--- config.mk ---
export PLATFORM = sky130hd
export DESIGN_NAME = tri_bus_rx
export DESIGN_NICKNAME = d
export VERILOG_FILES = /design/src/rtl/tri_bus_rx.sv
export SDC_FILE = /design/constraint.sdc
export NUM_CORES = 1
export LEC_CHECK = 0
export BUFFER_PORTS_ARGS = -buffer_cell sky130_fd_sc_hd__buf_4
export CORE_UTILIZATION = 40
export CTS_CLUSTER_DIAMETER = 80
export DETAILED_ROUTE_END_ITERATION = 8
export SYNTH_ARGS = -nofsm -noshare
export SYNTH_HDL_FRONTEND = slang
export SYNTH_SLANG_ARGS = --single-unit
--- constraint.sdc ---
create_clock -name clk -period 2.6 [get_ports clk]
set_input_delay 0.52 -clock clk [delete_from_list [all_inputs] [get_ports clk]]
set_output_delay 0.52 -clock clk [all_outputs]
set_load 0.02 [all_outputs]
--- src/rtl/tri_bus_rx.sv ---
// tri_bus_rx: receive endpoint for the shared tri-state data bus.
// Samples bus_data on bus_strb into a DEPTH-entry FIFO, presents the head
// word on a valid/ready interface and raises bus_busy while the FIFO is full.
// Optional feature macro: TRI_BUS_RX_PARITY_EN (even parity check via bus_par).
module tri_bus_rx #(
   parameter int WIDTH = 32,
   parameter int DEPTH = 4
) (
   input  logic                         clk,
   input  logic                         rst,
   input  logic [WIDTH-1:0]             bus_data,
   input  logic                         bus_strb,
`ifdef TRI_BUS_RX_PARITY_EN
   input  logic                         bus_par,
`endif
   output logic                         bus_busy,
   output logic [WIDTH-1:0]             rx_data,
   output logic                         rx_valid,
   input  logic                         rx_ready,
   output logic [$clog2(DEPTH+1)-1:0]   count,
   output logic                         overflow,
   output logic                         par_err,
   input  logic                         clr_err
);

   localparam int PW = $clog2(DEPTH);
   localparam int CW = $clog2(DEPTH + 1);
   localparam logic [CW-1:0] FULL_CNT = CW'(DEPTH);

   // Storage is deliberately not reset; only the pointers and count define validity.
   logic [WIDTH-1:0] mem [DEPTH];

   logic [PW-1:0] wr_ptr_reg, wr_ptr_next;
   logic [PW-1:0] rd_ptr_reg, rd_ptr_next;
   logic [CW-1:0] count_reg, count_next;
   logic          busy_reg, busy_next;
   logic          overflow_reg, overflow_next;
   logic          par_err_reg, par_err_next;

   logic full;
   logic par_bad;
   logic push_ok;
   logic pop;
   logic drop_full;

   assign full = (count_reg == FULL_CNT);

`ifdef TRI_BUS_RX_PARITY_EN
   // Parity is only evaluated while strobed so a floating bus cannot raise an error.
   assign par_bad = bus_strb && ((^{bus_data, bus_par}) != 1'b0);
`else
   assign par_bad = 1'b0;
`endif

   // Acceptance depends on the pre-edge count only; a same-edge pop never frees a slot.
   assign push_ok   = bus_strb && !full && !par_bad;
   assign drop_full = bus_strb && full;
   assign pop       = (count_reg != '0) && rx_ready;

   // Next-state for pointers, occupancy, busy and the sticky error flags.
   always_comb begin
      wr_ptr_next   = wr_ptr_reg;
      rd_ptr_next   = rd_ptr_reg;
      count_next    = count_reg;
      overflow_next = overflow_reg;
      par_err_next  = par_err_reg;

      // Pointers are exactly PW bits wide, so DEPTH-1 + 1 wraps to 0 naturally.
      if (push_ok) begin
         wr_ptr_next = wr_ptr_reg + PW'(1);
      end
      if (pop) begin
         rd_ptr_next = rd_ptr_reg + PW'(1);
      end

      case ({push_ok, pop})
         2'b10:   count_next = count_reg + CW'(1);
         2'b01:   count_next = count_reg - CW'(1);
         default: count_next = count_reg;
      endcase

      // Clear first, then set, so a coincident error event keeps the flag high.
      if (clr_err) begin
         overflow_next = 1'b0;
         par_err_next  = 1'b0;
      end
      if (drop_full) begin
         overflow_next = 1'b1;
      end
      if (par_bad) begin
         par_err_next = 1'b1;
      end

      busy_next = (count_next == FULL_CNT);
   end

   // Control state register with asynchronous reset.
   always_ff @(posedge clk or posedge rst) begin
      if (rst) begin
         wr_ptr_reg   <= '0;
         rd_ptr_reg   <= '0;
         count_reg    <= '0;
         busy_reg     <= 1'b0;
         overflow_reg <= 1'b0;
         par_err_reg  <= 1'b0;
      end else begin
         wr_ptr_reg   <= wr_ptr_next;
         rd_ptr_reg   <= rd_ptr_next;
         count_reg    <= count_next;
         busy_reg     <= busy_next;
         overflow_reg <= overflow_next;
         par_err_reg  <= par_err_next;
      end
   end

   // FIFO write port; bus contents are only captured on an accepted strobe.
   always_ff @(posedge clk) begin
      if (push_ok) begin
         mem[wr_ptr_reg] <= bus_data;
      end
   end

   assign rx_data  = mem[rd_ptr_reg];
   assign rx_valid = (count_reg != '0);
   assign bus_busy = busy_reg;
   assign count    = count_reg;
   assign overflow = overflow_reg;
`ifdef TRI_BUS_RX_PARITY_EN
   assign par_err  = par_err_reg;
`else
   assign par_err  = 1'b0;
`endif

endmodule

* Word level (Yosys, flattened, before mapping) *
Memory sizes are Yosys's and may differ from the RTL's.
Cells that the tools add are included.

operators by class
  multiplexer cells = 5
  add/sub/neg operators = 4
  reductions and logical operators = 6
  equal/unequal tests = 4

operators with widths
  cell                                                                count
  3-bit == test, second input constant                                2
  3-bit one-hot mux with 2 select lines                               1
  2-bit by 1-bit adder with 2-bit output, second input constant       2
  1-bit 2-to-1 mux                                                    4
  3-bit by 1-bit adder with 3-bit output, second input constant       1
  1-bit logical AND                                                   3
  3-bit nonzero test                                                  1
  3-bit by 1-bit subtractor with 3-bit output, second input constant  1
  2-bit by 1-bit == test with 1-bit output, second input constant     1
  2-bit == test, second input constant                                1
  2-bit nonzero test                                                  1
  1-bit logical NOT                                                   1

word-level totals
  bits in writable memories = 128
  register bits = 9
  output and inout bits = 39
  memories kept = 1
  word-level logic and storage cells = 25

memory list
  memory  depth  width  read ports  clocked after Yosys merged registers in  write ports  line  text
  mem     4      32     1           0                                        1            31    logic [WIDTH-1:0] mem [DEPTH];

* Longest topological paths before layout *
  depth in word-level cells = 6
  depth in mapped cells = 9
  mapped depth without buffers = 9

* Least setup slack after synthesis *
OpenSTA, ideal clock, no wires.

  kind = register -> register
  start = register count_reg[0], in the netlist count[0]
  end = register busy_reg, in the netlist bus_busy
  setup time = 0.094 ns
  period minus slack after synthesis = 2.208 ns
  slack = 0.392 ns
  required time = 2.506 ns
  stages on the path, launching flop included = 10
  arrival time = 2.114 ns
  cells stage by stage = dfrtp_1 -> nor2_1 -> a21boi_2 -> inv_1 -> ha_1 -> inv_1 -> fa_1 -> xor2_1 -> or3_1 -> a211oi_1

between the ends
  word-level cells in the longest chain between the ends = 6
  elaborated cells between the ends (all ways) = 11
  classes of those cells = 2 x add/sub; 4 x eq/ne; 1 x mux; 4 x reduce/logical

ends and longest elaborated chain
  what                                                                              line  text
  start, declared                                                                   35    logic [CW-1:0] count_reg, count_next;
  start signal, assigned                                                            109   count_reg <= count_next;
  3-bit == test                                                                     46    assign full = (count_reg == FULL_CNT);
  1-bit logical NOT                                                                 56    assign push_ok = bus_strb && !full && !par_bad;
  1-bit logical AND                                                                 56
  2-bit by 1-bit == test with 1-bit output / 2-bit == test (equally long branches)  76    case ({push_ok, pop})
  3-bit one-hot mux with 2 select lines *                                           76
  3-bit == test *                                                                   94    busy_next = (count_next == FULL_CNT);
  via busy_next                                                                     36    logic busy_reg, busy_next;
  end signal, assigned                                                              110   busy_reg <= busy_next;
  end, declared                                                                     36

The timed path passes the listed nets; every way through them passes the cells marked *.
A chain may end at the register's enable or synchronous reset.

* Final worst setup path *
  start = register rd_ptr_reg[0]
  end = output port rx_data[31]

between the ends
  word-level cells in the longest chain between the ends = 1

ends and longest elaborated chain
  what                    line  text
  start, declared         34    logic [PW-1:0] rd_ptr_reg, rd_ptr_next;
  start signal, assigned  108   rd_ptr_reg <= rd_ptr_next;
  memory 4 x 32 bit       --
  end, declared           17    output logic [WIDTH-1:0] rx_data,

Every way passes these cells.

==> impl_metrics.prom <==
# TYPE chip_impl_metric gauge
chip_impl_info{name="worst_path_most_repeated_cell",value="sky130_fd_sc_hd__buf_4"} 1
chip_impl_metric{name="layout.nets",unit=""} 352
chip_impl_info{name="synth_top_cells_by_area",value="sky130_fd_sc_hd__edfxtp_1 (74%), sky130_fd_sc_hd__mux4_2 (12%), sky130_fd_sc_hd__dfrtp_1 (4.4%)"} 1
chip_impl_metric{name="fp-row-count",unit=""} 41
chip_impl_metric{name="maximum_net_fanout_on_the_critical_path",unit=""} 17
chip_impl_info{name="synth_largest_area_cell",value="sky130_fd_sc_hd__edfxtp_1"} 1
chip_impl_metric{name="postRouteAntennaNets",unit=""} 0
chip_impl_metric{name="syn_area",unit="sq um"} 5170
chip_impl_metric{name="synth_fp_nets",unit=""} 258
chip_impl_metric{name="count_of_endpoints_failing_hold_in_the_final_timing_report",unit=""} 0
chip_impl_metric{name="cts_resized",unit=""} 0
chip_impl_metric{name="postCtsSetupRepairBufs",unit=""} 0
chip_impl_metric{name="grt_max_degree",unit=""} 21
chip_impl_metric{name="ir_worst_vdd",unit="uV"} 703
chip_impl_metric{name="final_max_slew_viol_count",unit=""} 0
chip_impl_info{name="synthFlopType",value="sky130_fd_sc_hd__edfxtp_1"} 1
chip_impl_info{name="clockRootBuffer",value="sky130_fd_sc_hd__clkbuf_16"} 1
chip_impl_metric{name="ff2ff_setup_slack",unit="ns"} 0.31
chip_impl_info{name="cts_tree",value="built"} 1
chip_impl_info{name="worst_setup_path_end_kind",value="output pin"} 1
chip_impl_metric{name="synth.avg_cell_area",unit="sq um"} 24.1
chip_impl_metric{name="power.static_leakage",unit="nW"} 2.35
chip_impl_metric{name="power_density",unit="nW/um^2"} 1240
chip_impl_metric{name="clkTransAtPathRegs",unit="ns"} 0.05
chip_impl_metric{name="ys_seq_elements",unit=""} 137
chip_impl_metric{name="min_period",unit="ns"} 2.43
chip_impl_metric{name="wl_per_cell",unit="um"} 18.1
chip_impl_info{name="synth_top_cells_by_count",value="sky130_fd_sc_hd__edfxtp_1 (128), sky130_fd_sc_hd__mux4_2 (28), sky130_fd_sc_hd__dfrtp_1 (9), sky130_fd_sc_hd__inv_1 (8), sky130_fd_sc_hd__ha_1 (5)"} 1
chip_impl_info{name="run_status",value="complete, no violations"} 1
chip_impl_metric{name="num-fill-cells",unit=""} 1034
chip_impl_metric{name="finalWirelength",unit="um"} 8940
chip_impl_metric{name="post-route-worst-setup-slack",unit="ns"} 0.173
chip_impl_metric{name="synthesis.yosys.warnings",unit=""} 0
chip_impl_info{name="start_kind",value="register"} 1
chip_impl_info{name="timing_worst_setup_path_type",value="reg2out"} 1
chip_impl_metric{name="top_level_ports",unit=""} 76
chip_impl_info{name="worst_hold_path_type",value="in2async"} 1
chip_impl_info{name="post-synth-top-count-cell",value="sky130_fd_sc_hd__edfxtp_1"} 1
chip_impl_info{name="cp_cell_sequence",value="buf_4 > mux4_1 > buf_4"} 1
chip_impl_metric{name="clk_latency",unit="ns"} 0.41
chip_impl_metric{name="cts-htree-levels",unit=""} 4
chip_impl_metric{name="drt_iter0_markers",unit=""} 133
chip_impl_metric{name="postCtsHoldBufs",unit=""} 0
chip_impl_metric{name="pre_cts_ws",unit="ns"} 0.268
chip_impl_metric{name="clock.fmax",unit="GHz"} 0.412
chip_impl_metric{name="cpPeakStageDelay",unit="ns"} 0.63
chip_impl_metric{name="fraction_of_registers_with_async_set_or_reset_after_synthesis",unit=""} 0.0657
chip_impl_metric{name="post-route-period-util",unit=""} 0.934
chip_impl_metric{name="worst-endpoint-required",unit="ns"} 2.08
chip_impl_metric{name="number_of_flops_mapped_to_enable_cells_by_yosys",unit=""} 128
chip_impl_metric{name="die_boundary_width",unit="um"} 116
chip_impl_metric{name="first_global_vias",unit=""} 2528
chip_impl_metric{name="place_hpwl",unit="um"} 5570
chip_impl_metric{name="design.core.area",unit="sq um"} 12600
chip_impl_metric{name="syn_to_final_growth",unit="%"} 27.2
chip_impl_metric{name="post_synthesis_cells",unit=""} 215
chip_impl_metric{name="antenna_violations_before_repair",unit=""} 0
chip_impl_metric{name="fp.dieH",unit="um"} 116
chip_impl_metric{name="total_clock_buffers_created_by_cts",unit=""} 17
chip_impl_metric{name="yosys_top_cell_area_share",unit=""} 0.743
chip_impl_metric{name="worst_clock_skew",unit="ns"} 0.00595
chip_impl_metric{name="die-area",unit="sq um"} 13400
chip_impl_info{name="timing.critical_path.max_delay_family",value="multiplexers"} 1
chip_impl_metric{name="synth_cell_types",unit=""} 26
chip_impl_metric{name="drive_gt1_frac",unit=""} 0.460
chip_impl_metric{name="setup_total_negative_slack",unit="ns"} 0
chip_impl_metric{name="ctsLongestPathBuffers",unit=""} 2
chip_impl_metric{name="first_pass_iters",unit=""} 5
chip_impl_metric{name="detailroute.via_count",unit=""} 2358
chip_impl_metric{name="initial_utilization",unit=""} 0.410
chip_impl_metric{name="cp.buffers_inverters",unit=""} 2
chip_impl_metric{name="largest_register_ffs",unit=""} 128
chip_impl_metric{name="numClockSinks",unit=""} 137
chip_impl_metric{name="drv_cap",unit=""} 0
chip_impl_metric{name="finalWeightedCongestion",unit=""} 0.714
chip_impl_metric{name="port_buffers",unit=""} 74
chip_impl_metric{name="report.final.setup_viol",unit=""} 0
chip_impl_metric{name="grt_use_total",unit=""} 0.149
chip_impl_metric{name="critical_path_arrival",unit="ns"} 1.91
chip_impl_metric{name="globalRoute.totalOverflow",unit=""} 0
chip_impl_metric{name="grt_first_pass_wirelength",unit="um"} 13700
chip_impl_info{name="unrepaired_setup_endpoints_after_global_routing",value="false"} 1
chip_impl_metric{name="route.detailed.vias_per_inst",unit=""} 4.77
chip_impl_metric{name="n_antenna_cell",unit=""} 0
chip_impl_metric{name="drt_drc_violations_left",unit=""} 0
chip_impl_metric{name="synth.yosys.seq_area_share",unit=""} 0.786
chip_impl_info{name="cpMaxStageDelayCell",value="sky130_fd_sc_hd__mux4_1"} 1
[placed cells by master, fill, tap and decap left out, types with 2 or more instances in the layout]
cell type,count
sky130_fd_sc_hd__edfxtp_1,128
sky130_fd_sc_hd__bufinv_16,4
sky130_fd_sc_hd__o21ai_0,2
sky130_fd_sc_hd__mux4_2,28
sky130_fd_sc_hd__xnor2_1,3
sky130_fd_sc_hd__xor2_1,2
sky130_fd_sc_hd__buf_4,81
sky130_fd_sc_hd__buf_12,3
sky130_fd_sc_hd__or3_1,2
sky130_fd_sc_hd__clkinvlp_4,2
sky130_fd_sc_hd__dfrtp_2,2
sky130_fd_sc_hd__clkinv_2,2
sky130_fd_sc_hd__clkbuf_16,17
sky130_fd_sc_hd__mux4_1,4
sky130_fd_sc_hd__nand2_1,2
sky130_fd_sc_hd__clkbuf_1,3
sky130_fd_sc_hd__dfrtp_1,7
sky130_fd_sc_hd__inv_1,8
sky130_fd_sc_hd__ha_1,5
sky130_fd_sc_hd__clkinv_4,3
sky130_fd_sc_hd__and2_2,4
[layout make-up]
type | count | area [sq um] | share of cell area
multi-input combinational | 61 | 983 | 0.149
sequential | 137 | 4070 | 0.619
timing repair buffer | 84 | 668 | 0.102
clock buffer | 20 | 437 | 0.0664
inverter | 8 | 30.0 | 0.00456
tap | 172 | 215 | 0.0327
clock inverter | 12 | 175 | 0.0266
[cells by family (layout without fill, tap and decap cells)]
| family | after synthesis | after routing | synth area share |
|---|---|---|---|
| buffers and inverters | 17 | 124 | 0.0247 |
| XOR/XNOR | 5 | 5 | 0.00846 |
| adder cells (fa/ha/maj) | 6 | 6 | 0.0160 |
| other | 1 | 1 | 0.000725 |
| AND/OR/NAND/NOR | 10 | 10 | 0.0104 |
| flip-flops | 137 | 137 | 0.786 |
| AO/OA/AOI/OAI | 5 | 5 | 0.00725 |
| multiplexers | 34 | 34 | 0.146 |
[power by group]
part           internal, W  switching [W]  total, W
sequential         0.00293       0.000165   0.00309
clock              0.00160       0.000854   0.00245
combinational      0.00123        0.00141   0.00264
[worst paths after layout]
| check | startpoint | end | cells after the start |
|---|---|---|---|
| hold reg to reg | overflow | overflow | 2 |
| min in group clk | clr_err | overflow | 2 |
| hold / removal | rst | count[1] | 2 |
| setup reg to reg | count[0] | bus_busy | 9 |
| max in group asynchronous | rst | rd_ptr_reg[0] | 2 |
| setup / recovery | rd_ptr_reg[0] | rx_data[31] | 3 |
[stage by stage]
step | util | area, sq um | hold slack, ns | total power (W) | std cells
after floorplan | - | 5170 | 0.348 | 0.00485 | 215
after global placement | 0.473 | 5970 | 0.507 | 0.00579 | 462
after detailed placement | 0.473 | 5970 | 0.508 | 0.00584 | 462
after CTS | 0.521 | 6580 | 0.0587 | 0.00832 | 494
after global routing | 0.521 | 6580 | 0.0779 | 0.00858 | 494
final | 0.521 | 6580 | 0.0689 | 0.00819 | 494
[metal layers]
metal  track usage  vias up  wire, um
li1              -     1079         -
met1         0.183     1205      3980
met2         0.230       62      4330
met3        0.0638       12       507
met4        0.0667        0       115
met5             0        -         0
Power figures use the tool's default switching activity.
